[src/rtl/serial_alu_pkg.sv]
// Shared definitions for the bit-serial ALU: op encoding, status flags and
// frame-length helpers used by the FSM and by the combinational core.
package SerialAluPkg;

    localparam int OP_W = 3;

    typedef enum logic [OP_W-1:0] {
        ADD = 3'd0,
        SUB = 3'd1,
        AND = 3'd2,
        OR  = 3'd3,
        XOR = 3'd4,
        SLT = 3'd5,
        SLL = 3'd6,
        SRL = 3'd7
    } AluOp;

    typedef struct packed {
        logic carry;
        logic zero;
    } AluStatus;

    function automatic int request_bits(input int width);
        return OP_W + 2 * width;
    endfunction

    function automatic int response_bits(input int width);
        return width + 2;
    endfunction

endpackage

[src/rtl/serial_alu_core.sv]
// Combinational ALU datapath: op_code/op_1/op_2 in, result and flags out.
// Shifts use only the low clog2(DATA_WIDTH) bits of op_2 as the amount.
module alu_core
    import SerialAluPkg::*;
#(
    parameter int DATA_WIDTH = 32
) (
    input  logic [OP_W-1:0]       op_code,
    input  logic [DATA_WIDTH-1:0] op_1,
    input  logic [DATA_WIDTH-1:0] op_2,
    output logic [DATA_WIDTH-1:0] result,
    output logic                  carry,
    output logic                  zero
);

    localparam int SH_W = $clog2(DATA_WIDTH);

    logic [DATA_WIDTH:0] sum;
    logic [SH_W-1:0]     shift_amt;
    logic                less_signed;

    assign sum         = {1'b0, op_1} + {1'b0, op_2};
    assign shift_amt   = op_2[SH_W-1:0];
    assign less_signed = $signed(op_1) < $signed(op_2);

    // Select the operation; carry is only meaningful for ADD and SUB
    always_comb begin
        result = '0;
        carry  = 1'b0;
        case (AluOp'(op_code))
            ADD: begin
                result = sum[DATA_WIDTH-1:0];
                carry  = sum[DATA_WIDTH];
            end
            SUB: begin
                result = op_1 - op_2;
                carry  = (op_1 >= op_2);
            end
            AND: result = op_1 & op_2;
            OR:  result = op_1 | op_2;
            XOR: result = op_1 ^ op_2;
            SLT: result = {{(DATA_WIDTH-1){1'b0}}, less_signed};
            SLL: result = op_1 << shift_amt;
            SRL: result = op_1 >> shift_amt;
            default: result = '0;
        endcase
    end

    assign zero = (result == '0);

endmodule

[src/rtl/serial_alu.sv]
// Bit-serial ALU slave. Collects op_code, op_1, op_2 one bit at a time,
// evaluates in one EXEC cycle, then streams back result, carry and zero.
// Define SERIAL_ALU_PARITY_EN to append an even-parity bit to the response.
module serial_alu
    import SerialAluPkg::*;
#(
    parameter int DATA_WIDTH = 32,
    parameter bit MSB_FIRST  = 1'b0
) (
    input  logic clk,
    input  logic rst_n,
    input  logic in_bit,
    input  logic in_sof,
    input  logic in_valid,
    output logic in_ready,
    output logic out_bit,
    output logic out_last,
    output logic out_valid,
    input  logic out_ready,
    output logic busy
);

`ifdef SERIAL_ALU_PARITY_EN
    localparam int RESP_W = response_bits(DATA_WIDTH) + 1;
`else
    localparam int RESP_W = response_bits(DATA_WIDTH);
`endif
    localparam int CNT_W = $clog2(DATA_WIDTH + 3);

    localparam logic [CNT_W-1:0] OP_LAST   = CNT_W'(OP_W - 1);
    localparam logic [CNT_W-1:0] DATA_LAST = CNT_W'(DATA_WIDTH - 1);
    localparam logic [CNT_W-1:0] RESP_LAST = CNT_W'(RESP_W - 1);
    localparam logic [CNT_W-1:0] CNT_ONE   = CNT_W'(1);

    localparam logic [2:0] ST_RX_OP = 3'd0;
    localparam logic [2:0] ST_RX_A  = 3'd1;
    localparam logic [2:0] ST_RX_B  = 3'd2;
    localparam logic [2:0] ST_EXEC  = 3'd3;
    localparam logic [2:0] ST_TX    = 3'd4;

    logic [2:0]            state;
    logic [CNT_W-1:0]      bit_cnt;
    logic [OP_W-1:0]       op_code;
    logic [DATA_WIDTH-1:0] op_1;
    logic [DATA_WIDTH-1:0] op_2;
    logic [RESP_W-1:0]     tx_shift;

    logic [DATA_WIDTH-1:0] alu_result;
    logic [DATA_WIDTH-1:0] ordered_result;
    AluStatus              alu_status;
    logic [RESP_W-1:0]     resp_word;
    logic                  in_accept;
    logic                  out_accept;

    alu_core #(
        .DATA_WIDTH(DATA_WIDTH)
    ) u_alu_core (
        .op_code(op_code),
        .op_1   (op_1),
        .op_2   (op_2),
        .result (alu_result),
        .carry  (alu_status.carry),
        .zero   (alu_status.zero)
    );

    assign in_ready   = (state == ST_RX_OP) || (state == ST_RX_A) || (state == ST_RX_B);
    assign out_valid  = (state == ST_TX);
    assign out_bit    = out_valid & tx_shift[0];
    assign out_last   = out_valid && (bit_cnt == RESP_LAST);
    assign busy       = !((state == ST_RX_OP) && (bit_cnt == '0));
    assign in_accept  = in_valid && in_ready;
    assign out_accept = out_valid && out_ready;

    // Put result bits in transmit order so bit 0 of the word always goes out first
    always_comb begin
        ordered_result = alu_result;
        if (MSB_FIRST) begin
            for (int i = 0; i < DATA_WIDTH; i++) begin
                ordered_result[i] = alu_result[DATA_WIDTH-1-i];
            end
        end
    end

`ifdef SERIAL_ALU_PARITY_EN
    assign resp_word = {(^alu_result) ^ alu_status.carry ^ alu_status.zero,
                        alu_status.zero, alu_status.carry, ordered_result};
`else
    assign resp_word = {alu_status.zero, alu_status.carry, ordered_result};
`endif

    // Frame FSM: receive fields, execute once, shift out the response
    always_ff @(posedge clk or negedge rst_n) begin
        if (!rst_n) begin
            state    <= ST_RX_OP;
            bit_cnt  <= '0;
            op_code  <= '0;
            op_1     <= '0;
            op_2     <= '0;
            tx_shift <= '0;
        end else begin
            case (state)
                ST_RX_OP, ST_RX_A, ST_RX_B: begin
                    if (in_accept) begin
                        if (in_sof) begin
                            op_code <= MSB_FIRST ? {op_code[OP_W-2:0], in_bit}
                                                 : {in_bit, op_code[OP_W-1:1]};
                            bit_cnt <= CNT_ONE;
                            state   <= ST_RX_OP;
                        end else if (state == ST_RX_OP) begin
                            if (bit_cnt != '0) begin
                                op_code <= MSB_FIRST ? {op_code[OP_W-2:0], in_bit}
                                                     : {in_bit, op_code[OP_W-1:1]};
                                if (bit_cnt == OP_LAST) begin
                                    bit_cnt <= '0;
                                    state   <= ST_RX_A;
                                end else begin
                                    bit_cnt <= bit_cnt + CNT_ONE;
                                end
                            end
                        end else if (state == ST_RX_A) begin
                            op_1 <= MSB_FIRST ? {op_1[DATA_WIDTH-2:0], in_bit}
                                              : {in_bit, op_1[DATA_WIDTH-1:1]};
                            if (bit_cnt == DATA_LAST) begin
                                bit_cnt <= '0;
                                state   <= ST_RX_B;
                            end else begin
                                bit_cnt <= bit_cnt + CNT_ONE;
                            end
                        end else begin
                            op_2 <= MSB_FIRST ? {op_2[DATA_WIDTH-2:0], in_bit}
                                              : {in_bit, op_2[DATA_WIDTH-1:1]};
                            if (bit_cnt == DATA_LAST) begin
                                bit_cnt <= '0;
                                state   <= ST_EXEC;
                            end else begin
                                bit_cnt <= bit_cnt + CNT_ONE;
                            end
                        end
                    end
                end
                ST_EXEC: begin
                    tx_shift <= resp_word;
                    bit_cnt  <= '0;
                    state    <= ST_TX;
                end
                ST_TX: begin
                    if (out_accept) begin
                        tx_shift <= {1'b0, tx_shift[RESP_W-1:1]};
                        if (bit_cnt == RESP_LAST) begin
                            bit_cnt <= '0;
                            state   <= ST_RX_OP;
                        end else begin
                            bit_cnt <= bit_cnt + CNT_ONE;
                        end
                    end
                end
                default: begin
                    bit_cnt <= '0;
                    state   <= ST_RX_OP;
                end
            endcase
        end
    end

endmodule

[config.mk]
export PLATFORM = sky130hd
export DESIGN_NAME = serial_alu
export DESIGN_NICKNAME = d
export VERILOG_FILES = /design/src/rtl/serial_alu_pkg.sv /design/src/rtl/serial_alu_core.sv /design/src/rtl/serial_alu.sv
export SDC_FILE = /design/constraint.sdc
export NUM_CORES = 1
export LEC_CHECK = 0
export CORE_MARGIN = 4
export CORE_UTILIZATION = 45
export CTS_CLUSTER_SIZE = 16
export DETAILED_ROUTE_END_ITERATION = 10
export GPL_TIMING_DRIVEN = 0
export PLACE_DENSITY = 0.7
export SLEW_MARGIN = 5
export SYNTH_ARGS = -nofsm -noshare
export SYNTH_HDL_FRONTEND = slang
export SYNTH_SLANG_ARGS = --single-unit
[constraint.sdc]
create_clock -name clk -period 5.4 [get_ports clk]
set_input_delay 0.54 -clock clk [delete_from_list [all_inputs] [get_ports clk]]
set_output_delay 0.54 -clock clk [all_outputs]
set_load 0.03 [all_outputs]
==> results.ini, run 1 <==
[outcome]
status = complete, but fails checks
violations = capacitance limit

[clock_network]
cts_sinks = 110
clkSlewWorstSetupHoldPaths_ns = 0.09
hold_buffers = 0
clock-root-buffer = clkbuf_16
cts_tree = built
cts_buffers = 9
htree_levels = 3
clockBufferDepth = 2
insertion_delay_ns = 0.40

[timing]
finalMaxSlewViolations = 0
tightest_slew_ns = 1.49
min_period_over_period = 0.985
rsz0062_at_grt = false
setup_slack_ns = 0.0809
fin_tns_setup_ns = 0
setup_viol = 0
skew_ns = 0.0151
finalCriticalPeriod_ns = 5.32
clock.fmax_ghz = 0.188
relSlewSlack = 0.00297
hold_viol = 0
finalHoldWorstSlack_ns = 0.0109

[synthesis]
avgSynthCellArea_sq_um = 7.54
synth.top_cell.area_share = 0.204
synthCells = 1791
synth_nets = 1900
seq_area_frac_synth = 0.204
mappedNetlistArea_sq_um = 13500
synth_seq_cells = 110
yosysTopAreaCell = dfrtp_1
ys_types = 81
synth_top_flop_cell = dfrtp_1
synth_edf_count = 0
synth_warnings = 0
synth_area_leaders = dfrtp_1, ha_1, o21ai_0
synthArstFlopShare = 1.00

[power]
peakVddDrop_mv = 0.300
p_leak_uw = 0.00600
intPower_uw = 3480
p_per_area_nw_per_um2 = 593
p_clk_frac = 0.087
p_sw_uw = 5190
p_comb_frac = 0.752
switching_share = 0.599
sequentialPowerShare = 0.161

[worst_setup_path]
rrSetupSlack_ns = 0.08
cp_slowest_stage_delay_ns = 0.72
critPathBufInv = 4
arrival_ns = 5.57
cp_slowest_cell = a2111oi_0
crit_family = compound AO/OA/AOI/OAI gates
worstSetupPathType = reg2reg
cp-end-kind = flip-flop
worstPathRequired_ns = 5.65
path_max_fanout = 21
crit_path_start_kind = flip-flop
cp_cell_sequence = buf_2 > inv_2 > clkbuf_4 > buf_6 > ha_1 > o21ba_1 > a2111o_1 > a21oi_2 > o311ai_1 > and2_1 > o311a_1 > o22ai_1 > xnor2_1 > a2111oi_0 > o31ai_1

[final_layout]
stdcell_area_sq_um = 14600
instances_no_fill = 2216
finish.net_count = 1929
drive_gt1_frac = 0.0773
fillers = 3046
syn2layout_area_growth_pct = 8.06
layout_commonest_cell = nand2_1
final_cell_mix = nand2_1, o21ai_0, nor2_1
multiInputGateArea_sq_um = 9900
regArea_sq_um = 2750

[detailed_routing]
drc = 0
num_vias = 15437
wirelength_mm = 66.9
ant_nets = 0
drt_iter0_markers = 2474
first_pass_iters = 8
routedWlPerCell_microns = 30.2
viasPerCell = 6.97

[die]
die_h_microns = 181
rows = 63
die_area_sq_um = 32900
die_w_microns = 181
io_pins = 11
start_util = 0.456
core_area_sq_um = 29600

[grt]
grt_pass1_wl_mm = 98.1
antenna_found_initial = 3
grt.total_usage = 0.395
grt_pass1_vias = 14630
gr-total-overflow = 0
grt_max_degree = 77

[place]
dp_hpwl_mm = 53.1
place_congestion = 1.07
post-place-cells = 2192
dp_slack_ns = -0.937
port_buffers = 10
dpl_cell_area_sq_um = 14100

[flow_run]
maxCapViolations = 1

[worst_hold_path]
hp-class = in2async

-- through the flow --
| step | power, uW | util |
|---|---|---|
| global placement | 7520 | 0.476 |
| finish | 8670 | 0.493 |
| CTS | 8330 | 0.490 |
| global route | 9050 | 0.493 |
| detailed placement | 7540 | 0.477 |
| floorplan | 5300 | - |
-- registers in the layout, indices dropped and copies added, names as in the netlist --
| signal | cells |
|---|---|
| bit_cnt | 6 |
| op_1 | 32 |
| op_2 | 32 |
| op_code | 3 |
| state | 3 |
| tx_shift | 34 |
-- cell type report --
class,count,share of cell area
diodes,1,0.000171
clock inverters,7,0.00626
repair buffers,21,0.0140
plain buffers,130,0.0367
well taps,390,0.0334
clock buffers,9,0.0154
inverters,106,0.0275
flip-flops and latches,110,0.189
multi-input cells,1442,0.678
-- Yosys cell counts, types with 23 or more instances --
master,count
o22ai_1,23
o21ai_0,198
inv_1,102
mux4_2,26
dfrtp_1,110
ha_1,101
a211oi_1,31
nor3_1,34
clkbuf_1,90
nor2_1,132
nand2_1,224
mux2i_1,85
nor2b_1,24
a21oi_1,129
nand3_1,27
-- worst paths after layout --
check                          endpoint         start  cells after the start
setup / recovery           tx_shift[29]       op_2[1]                     15
hold / removal                  op_2[0]         rst_n                      1
setup reg to reg           tx_shift[29]       op_2[1]                     15
hold reg to reg            tx_shift[30]  tx_shift[30]                      1
max in group asynchronous      op_2[17]         rst_n                      2
min in group clk           tx_shift[30]  tx_shift[30]                      1
-- timing repair --
item	in CTS	in global routing
setup buffers	2	8
pin swaps	3	4
gates resized for setup	12	10
endpoints found under the setup margin	14	7
-- cell families after synthesis --
kind of cell    synth area share
compound gates             0.295
simple gates               0.194
buf+inv                   0.0690
xor+xnor                  0.0162
mux                        0.126
fa+ha+maj                 0.0965
flops                      0.204
-- metal layers --
layer | share of wire | global-route usage | up-vias
met2 | 0.41 | 0.583 | 1063
met1 | 0.41 | 0.543 | 7472
met4 | 0.064 | 0.203 | 0
li1 | - | - | 6660
met5 | 0 | 0 | -
met3 | 0.11 | 0.0878 | 242
-- power by group through the flow --
| stage | Clock (uW) | Combinational, uW | Sequential [uW] |
|---|---|---|---|
| floorplan | 0 | 4010 | 1290 |
| global placement | 0 | 6140 | 1380 |
| detailed placement | 0 | 6150 | 1390 |
| CTS | 767 | 6190 | 1370 |
| global route | 787 | 6830 | 1430 |
| finish | 752 | 6520 | 1400 |
Note: power is estimated with default switching activity, not from simulation.
==> inputs of run 2 (changes only) <==
- GPL_TIMING_DRIVEN: 0 -> 1
==> results.ini, run 2 (same netlist as run 1, synthesis figures left out) <==
[final_layout]
stdcell_area_sq_um = 14200  ; was 14600 sq um
largest_reg_flops = 34  ; unchanged
multiInputGateArea_sq_um = 9850  ; was 9900 sq um
syn2layout_area_growth_pct = 5.07  ; was 8.06%
regMostFlops = tx_shift  ; unchanged
regArea_sq_um = 2760  ; was 2750 sq um
diodes = 0  ; was 1
reg_top3 = tx_shift (34), op_1 (32), op_2 (32)  ; unchanged
finish.net_count = 1826  ; was 1929
drive_gt1_frac = 0.0825  ; was 0.0773
fillers = 3043  ; was 3046
layout_commonest_cell = nand2_1  ; unchanged
instances_no_fill = 2112  ; was 2216
final_cell_mix = nand2_1, o21ai_0, nor2_1  ; unchanged

[die]
die_w_microns = 181  ; unchanged
core_area_sq_um = 29600  ; unchanged
die_area_sq_um = 32900  ; unchanged
rows = 63  ; unchanged
start_util = 0.456  ; unchanged
io_pins = 11  ; unchanged
die_h_microns = 181  ; unchanged

[clock_network]
cts_sinks = 110  ; unchanged
clockBufferDepth = 2  ; unchanged
clkSlewWorstSetupHoldPaths_ns = 0.09  ; about the same
ctsResizeCount = 0  ; was 12
cts_buffers = 9  ; unchanged
insertion_delay_ns = 0.39  ; was 0.40 ns
postCtsSetupRepairBufs = 0  ; was 2
htree_levels = 3  ; unchanged
cts_tree = built  ; unchanged
hold_buffers = 0  ; unchanged
clock-root-buffer = clkbuf_16  ; unchanged

[detailed_routing]
wirelength_mm = 56.7  ; was 66.9 mm
drc = 0  ; unchanged
first_pass_iters = 7  ; was 8
drt_iter0_markers = 2279  ; was 2474
num_vias = 14434  ; was 15437
routedWlPerCell_microns = 26.8  ; was 30.2 microns
ant_nets = 0  ; unchanged
viasPerCell = 6.83  ; was 6.97

[place]
post-place-cells = 2096  ; was 2192
place_congestion = 1.05  ; was 1.07
dpl_cell_area_sq_um = 13900  ; was 14100 sq um
dp_hpwl_mm = 42.9  ; was 53.1 mm
port_buffers = 10  ; unchanged

[power]
p_per_area_nw_per_um2 = 568  ; was 593 nW/um^2
p_leak_uw = 0.00588  ; was 0.00600 uW
p_total_uw = 8060  ; was 8670 uW
peakVddDrop_mv = 0.314  ; was 0.300 mV

[worst_setup_path]
reg2reg_to = tx_shift[33]  ; was tx_shift[29]
crit_start = op_2[4]  ; was op_2[1]
worstSetupPathType = reg2reg  ; unchanged
r2r_start = op_2[4]  ; was op_2[1]
rrSetupSlack_ns = 0.56  ; was 0.08 ns
arrival_ns = 5.10  ; was 5.57 ns
r2r_cells = 14  ; was 15
crit_path_start_kind = flip-flop  ; unchanged
cp-end-kind = flip-flop  ; unchanged
worstPathRequired_ns = 5.66  ; was 5.65 ns
path_max_fanout = 11  ; was 21

[flow_run]
maxCapViolations = 0  ; was 1

[timing]
finalHoldWorstSlack_ns = 0.0376  ; was 0.0109 ns
rsz0062_at_grt = false  ; unchanged
fin_tns_setup_ns = 0  ; unchanged
setup_viol = 0  ; unchanged
min_period_over_period = 0.897  ; was 0.985
clock.fmax_ghz = 0.207  ; was 0.188 GHz
skew_ns = 0.0174  ; was 0.0151 ns
hold_viol = 0  ; unchanged
tightest_slew_ns = 1.18  ; was 1.49 ns
finalMaxSlewViolations = 0  ; unchanged
relSlewSlack = 0.216  ; was 0.00297
finalCriticalPeriod_ns = 4.84  ; was 5.32 ns

[grt]
grt_pass1_vias = 13218  ; was 14630
grt.total_usage = 0.333  ; was 0.395
grt_pass1_wl_mm = 85.2  ; was 98.1 mm
grt_max_degree = 77  ; unchanged
gr-total-overflow = 0  ; unchanged
antenna_found_initial = 1  ; was 3

[worst_hold_path]
hp-class = in2async  ; unchanged

[outcome]
status = finished, final reports clean  ; was complete, but fails checks

==> run 2: changes by cell type in the layout (fill, tap and decap cells not counted), sizes merged <==
cell / before / now
clkinv: 4 / 3
inv: 107 / 108
clkinvlp: 1 / 0
clkbuf: 100 / 10
diode: 1 / 0
buf: 51 / 39
==> run 2: worst max path at each step <==
stage	to	cells after the start
floorplan	tx_shift[33]	18
global placement	tx_shift[30]	14
detailed placement	tx_shift[33]	14
CTS	tx_shift[33]	15
global route	tx_shift[28]	14
finish	tx_shift[33]	14
==> run 2: through the flow <==
stage	utilization	setup slack (ns)
after floorplan	-	0.856
after global placement	0.469	0.913
after detailed placement	0.469	0.841
after CTS	0.479	0.809
after global routing	0.479	0.368
final	0.479	0.559
==> run 2: critical path, stage by stage (launching register included) <==
cell,delay (ns)
dfrtp_1,0.60
inv_1,0.23
ha_1,0.48
o21ai_0,0.16
a21oi_1,0.34
o21ai_1,0.27
a311oi_1,0.98
o21ai_0,0.29
and2_1,0.25
o311ai_0,0.44
mux2i_1,0.14
o21ai_0,0.28
nor2_1,0.09
nand4_1,0.11
o31ai_2,0.06
==> run 2: cell type report <==
cell class | count | area share
inverters | 106 | 0.0280
multi-input cells | 1442 | 0.694
clock buffers | 10 | 0.0161
repair buffers | 48 | 0.0278
well taps | 390 | 0.0344
clock inverters | 6 | 0.00529
flip-flops and latches | 110 | 0.194
==> run 2: routing by layer <==
| metal | vias to the layer above | share of wire | track usage |
|---|---|---|---|
| met5 | - | 0 | 0 |
| met4 | 0 | 0.050 | 0.143 |
| met2 | 885 | 0.44 | 0.508 |
| li1 | 6435 | - | - |
| met1 | 6966 | 0.42 | 0.474 |
| met3 | 148 | 0.090 | 0.0433 |
==> run 2: report_power, final <==
part           internal [uW]  switching (uW)  total, uW
sequential              1110             393       1510
clock                    370             375        744
combinational           1930            3880       5810
total                   3410            4650       8060
==> inputs of run 3 (changes only) <==
- PLACE_DENSITY: 0.7 -> not set
==> results.ini, run 3 (same netlist as run 1, synthesis figures left out) <==
[detailed_routing]
viasPerCell = 6.80  ; was 6.83
drt_iter0_markers = 2087  ; was 2279
drc = 0  ; unchanged
num_vias = 14362  ; was 14434
ant_nets = 0  ; unchanged
first_pass_iters = 8  ; was 7
wirelength_mm = 56.8  ; was 56.7 mm
routedWlPerCell_microns = 26.9  ; was 26.8 microns

[clock_network]
insertion_delay_ns = 0.39  ; about the same
cts_sinks = 110  ; unchanged
ctsResizeCount = 0  ; unchanged
htree_levels = 3  ; unchanged
clockBufferDepth = 2  ; unchanged
postCtsSetupRepairBufs = 0  ; unchanged
clkSlewWorstSetupHoldPaths_ns = 0.08  ; was 0.09 ns
cts_buffers = 9  ; unchanged
hold_buffers = 0  ; unchanged
cts_tree = built  ; unchanged
clock-root-buffer = clkbuf_16  ; unchanged

[worst_setup_path]
crit_start = op_2[4]  ; unchanged
crit_path_start_kind = flip-flop  ; unchanged
cp-end-kind = flip-flop  ; unchanged
cp_slowest_stage_delay_ns = 0.89  ; was 0.98 ns
crit_family = compound AO/OA/AOI/OAI gates  ; unchanged
cp-endpoint = tx_shift[33]  ; unchanged
r2r_start = op_2[4]  ; unchanged
arrival_ns = 5.01  ; was 5.10 ns
r2r_cells = 14  ; unchanged
rrSetupSlack_ns = 0.69  ; was 0.56 ns
worstSetupPathType = reg2reg  ; unchanged
cp.depth = 14  ; unchanged
critical_path.most_common_cell = nor4_2  ; was o21ai_0
cp_slowest_cell = a311oi_1  ; unchanged
critPathBufInv = 1  ; unchanged
worstPathRequired_ns = 5.70  ; was 5.66 ns
path_max_fanout = 11  ; unchanged
reg2reg_to = tx_shift[33]  ; unchanged
cp_cell_sequence = inv_1 > ha_1 > o21ai_0 > a21oi_1 > o21ai_1 > a311oi_1 > nor3_1 > nor4_2 > o221ai_1 > nor4_1 > nand4b_1 > nor4_2 > nand4_1 > o31ai_2  ; was inv_1 > ha_1 > o21ai_0 > a21oi_1 > o21ai_1 > a311oi_1 > o21ai_0 > and2_1 > o311ai_0 > mux2i_1 > o21ai_0 > nor2_1 > nand4_1 > o31ai_2

[timing]
setup_viol = 0  ; unchanged
rsz0062_at_grt = false  ; unchanged
finalCriticalPeriod_ns = 4.71  ; was 4.84 ns
min_period_over_period = 0.872  ; was 0.897
relSlewSlack = 0.318  ; was 0.216
hold_viol = 0  ; unchanged
finalMaxSlewViolations = 0  ; unchanged
fin_tns_setup_ns = 0  ; unchanged
skew_ns = 0.0142  ; was 0.0174 ns
tightest_slew_ns = 1.02  ; was 1.18 ns
setup_slack_ns = 0.692  ; was 0.559 ns
clock.fmax_ghz = 0.212  ; was 0.207 GHz

[place]
port_buffers = 10  ; unchanged
dp_slack_ns = 0.900  ; was 0.841 ns
place_congestion = 1.04  ; was 1.05
dp_hpwl_mm = 43.5  ; was 42.9 mm

[power]
p_sw_uw = 4640  ; was 4650 uW
sequentialPowerShare = 0.187  ; about the same
p_per_area_nw_per_um2 = 570  ; was 568 nW/um^2
intPower_uw = 3470  ; was 3410 uW
p_leak_uw = 0.00590  ; was 0.00588 uW
p_clk_frac = 0.097  ; was 0.092
switching_share = 0.573  ; was 0.576
peakVddDrop_mv = 0.330  ; was 0.314 mV
p_comb_frac = 0.717  ; was 0.721

[final_layout]
layout_commonest_cell = nand2_1  ; unchanged
drive_gt1_frac = 0.0825  ; unchanged
fillers = 3032  ; was 3043
finish.net_count = 1826  ; unchanged
regMostFlops = tx_shift  ; unchanged
diodes = 0  ; unchanged
reg_top3 = tx_shift (34), op_1 (32), op_2 (32)  ; unchanged
multiInputGateArea_sq_um = 9850  ; unchanged
final_cell_mix = nand2_1, o21ai_0, nor2_1  ; unchanged
regArea_sq_um = 2760  ; unchanged
fin_util = 0.480  ; was 0.479
largest_reg_flops = 34  ; unchanged
syn2layout_area_growth_pct = 5.38  ; was 5.07%

[die]
die_area_sq_um = 32900  ; unchanged
rows = 63  ; unchanged
die_h_microns = 181  ; unchanged
start_util = 0.456  ; unchanged
die_w_microns = 181  ; unchanged
io_pins = 11  ; unchanged
core_area_sq_um = 29600  ; unchanged

[grt]
grt_pass1_wl_mm = 86.0  ; was 85.2 mm
grt_max_degree = 81  ; was 77
grt_pass1_vias = 13297  ; was 13218
gr-total-overflow = 0  ; unchanged
antenna_found_initial = 0  ; was 1
grt.total_usage = 0.338  ; was 0.333

[flow_run]
maxCapViolations = 0  ; unchanged

[worst_hold_path]
hp-class = in2async  ; unchanged

[outcome]
status = finished, final reports clean  ; unchanged

run 3: metal layers:
layer,global-route usage,routed length (microns),up-vias
met5,0,0,-
met1,0.480,24200,6950
li1,-,-,6447
met4,0.141,2840,0
met3,0.0527,4950,144
met2,0.512,24700,821
run 3: through the flow:
stage / hold slack [ns] / instance area, sq um / cells / total power, uW
after floorplan: 0.244 / 13500 / 1791 / 5300
after global placement: 0.456 / 13900 / 2096 / 7150
after detailed placement: 0.464 / 13900 / 2096 / 7150
after CTS: 0.346 / 14200 / 2112 / 7960
after global routing: 0.382 / 14200 / 2112 / 8610
final: 0.304 / 14200 / 2112 / 8110
run 3: layout make-up:
type                    instances  area share
clock buffers                  10      0.0161
multi-input cells            1442       0.692
repair buffers                 48      0.0286
clock inverters                 6     0.00738
flip-flops and latches        110       0.194
well taps                     390      0.0343
inverters                     106      0.0279
run 3: power groups by stage:
stage | logic [uW] | registers [uW] | clock network (uW)
after global placement | 5640 | 1510 | 0
after floorplan | 4010 | 1290 | 0
final | 5810 | 1510 | 784
after global routing | 6220 | 1550 | 842
after CTS | 5660 | 1500 | 807
after detailed placement | 5630 | 1510 | 0
run 3: worst min path at each step:
stage | startpoint | slack (ns) | end
final | rst_n | 0.30 | op_1[24]
after CTS | rst_n | 0.35 | op_1[24]
after global routing | rst_n | 0.38 | op_1[24]
after global placement | tx_shift[20] | 0.46 | tx_shift[20]
after floorplan | rst_n | 0.24 | bit_cnt[0]
after detailed placement | tx_shift[20] | 0.46 | tx_shift[20]
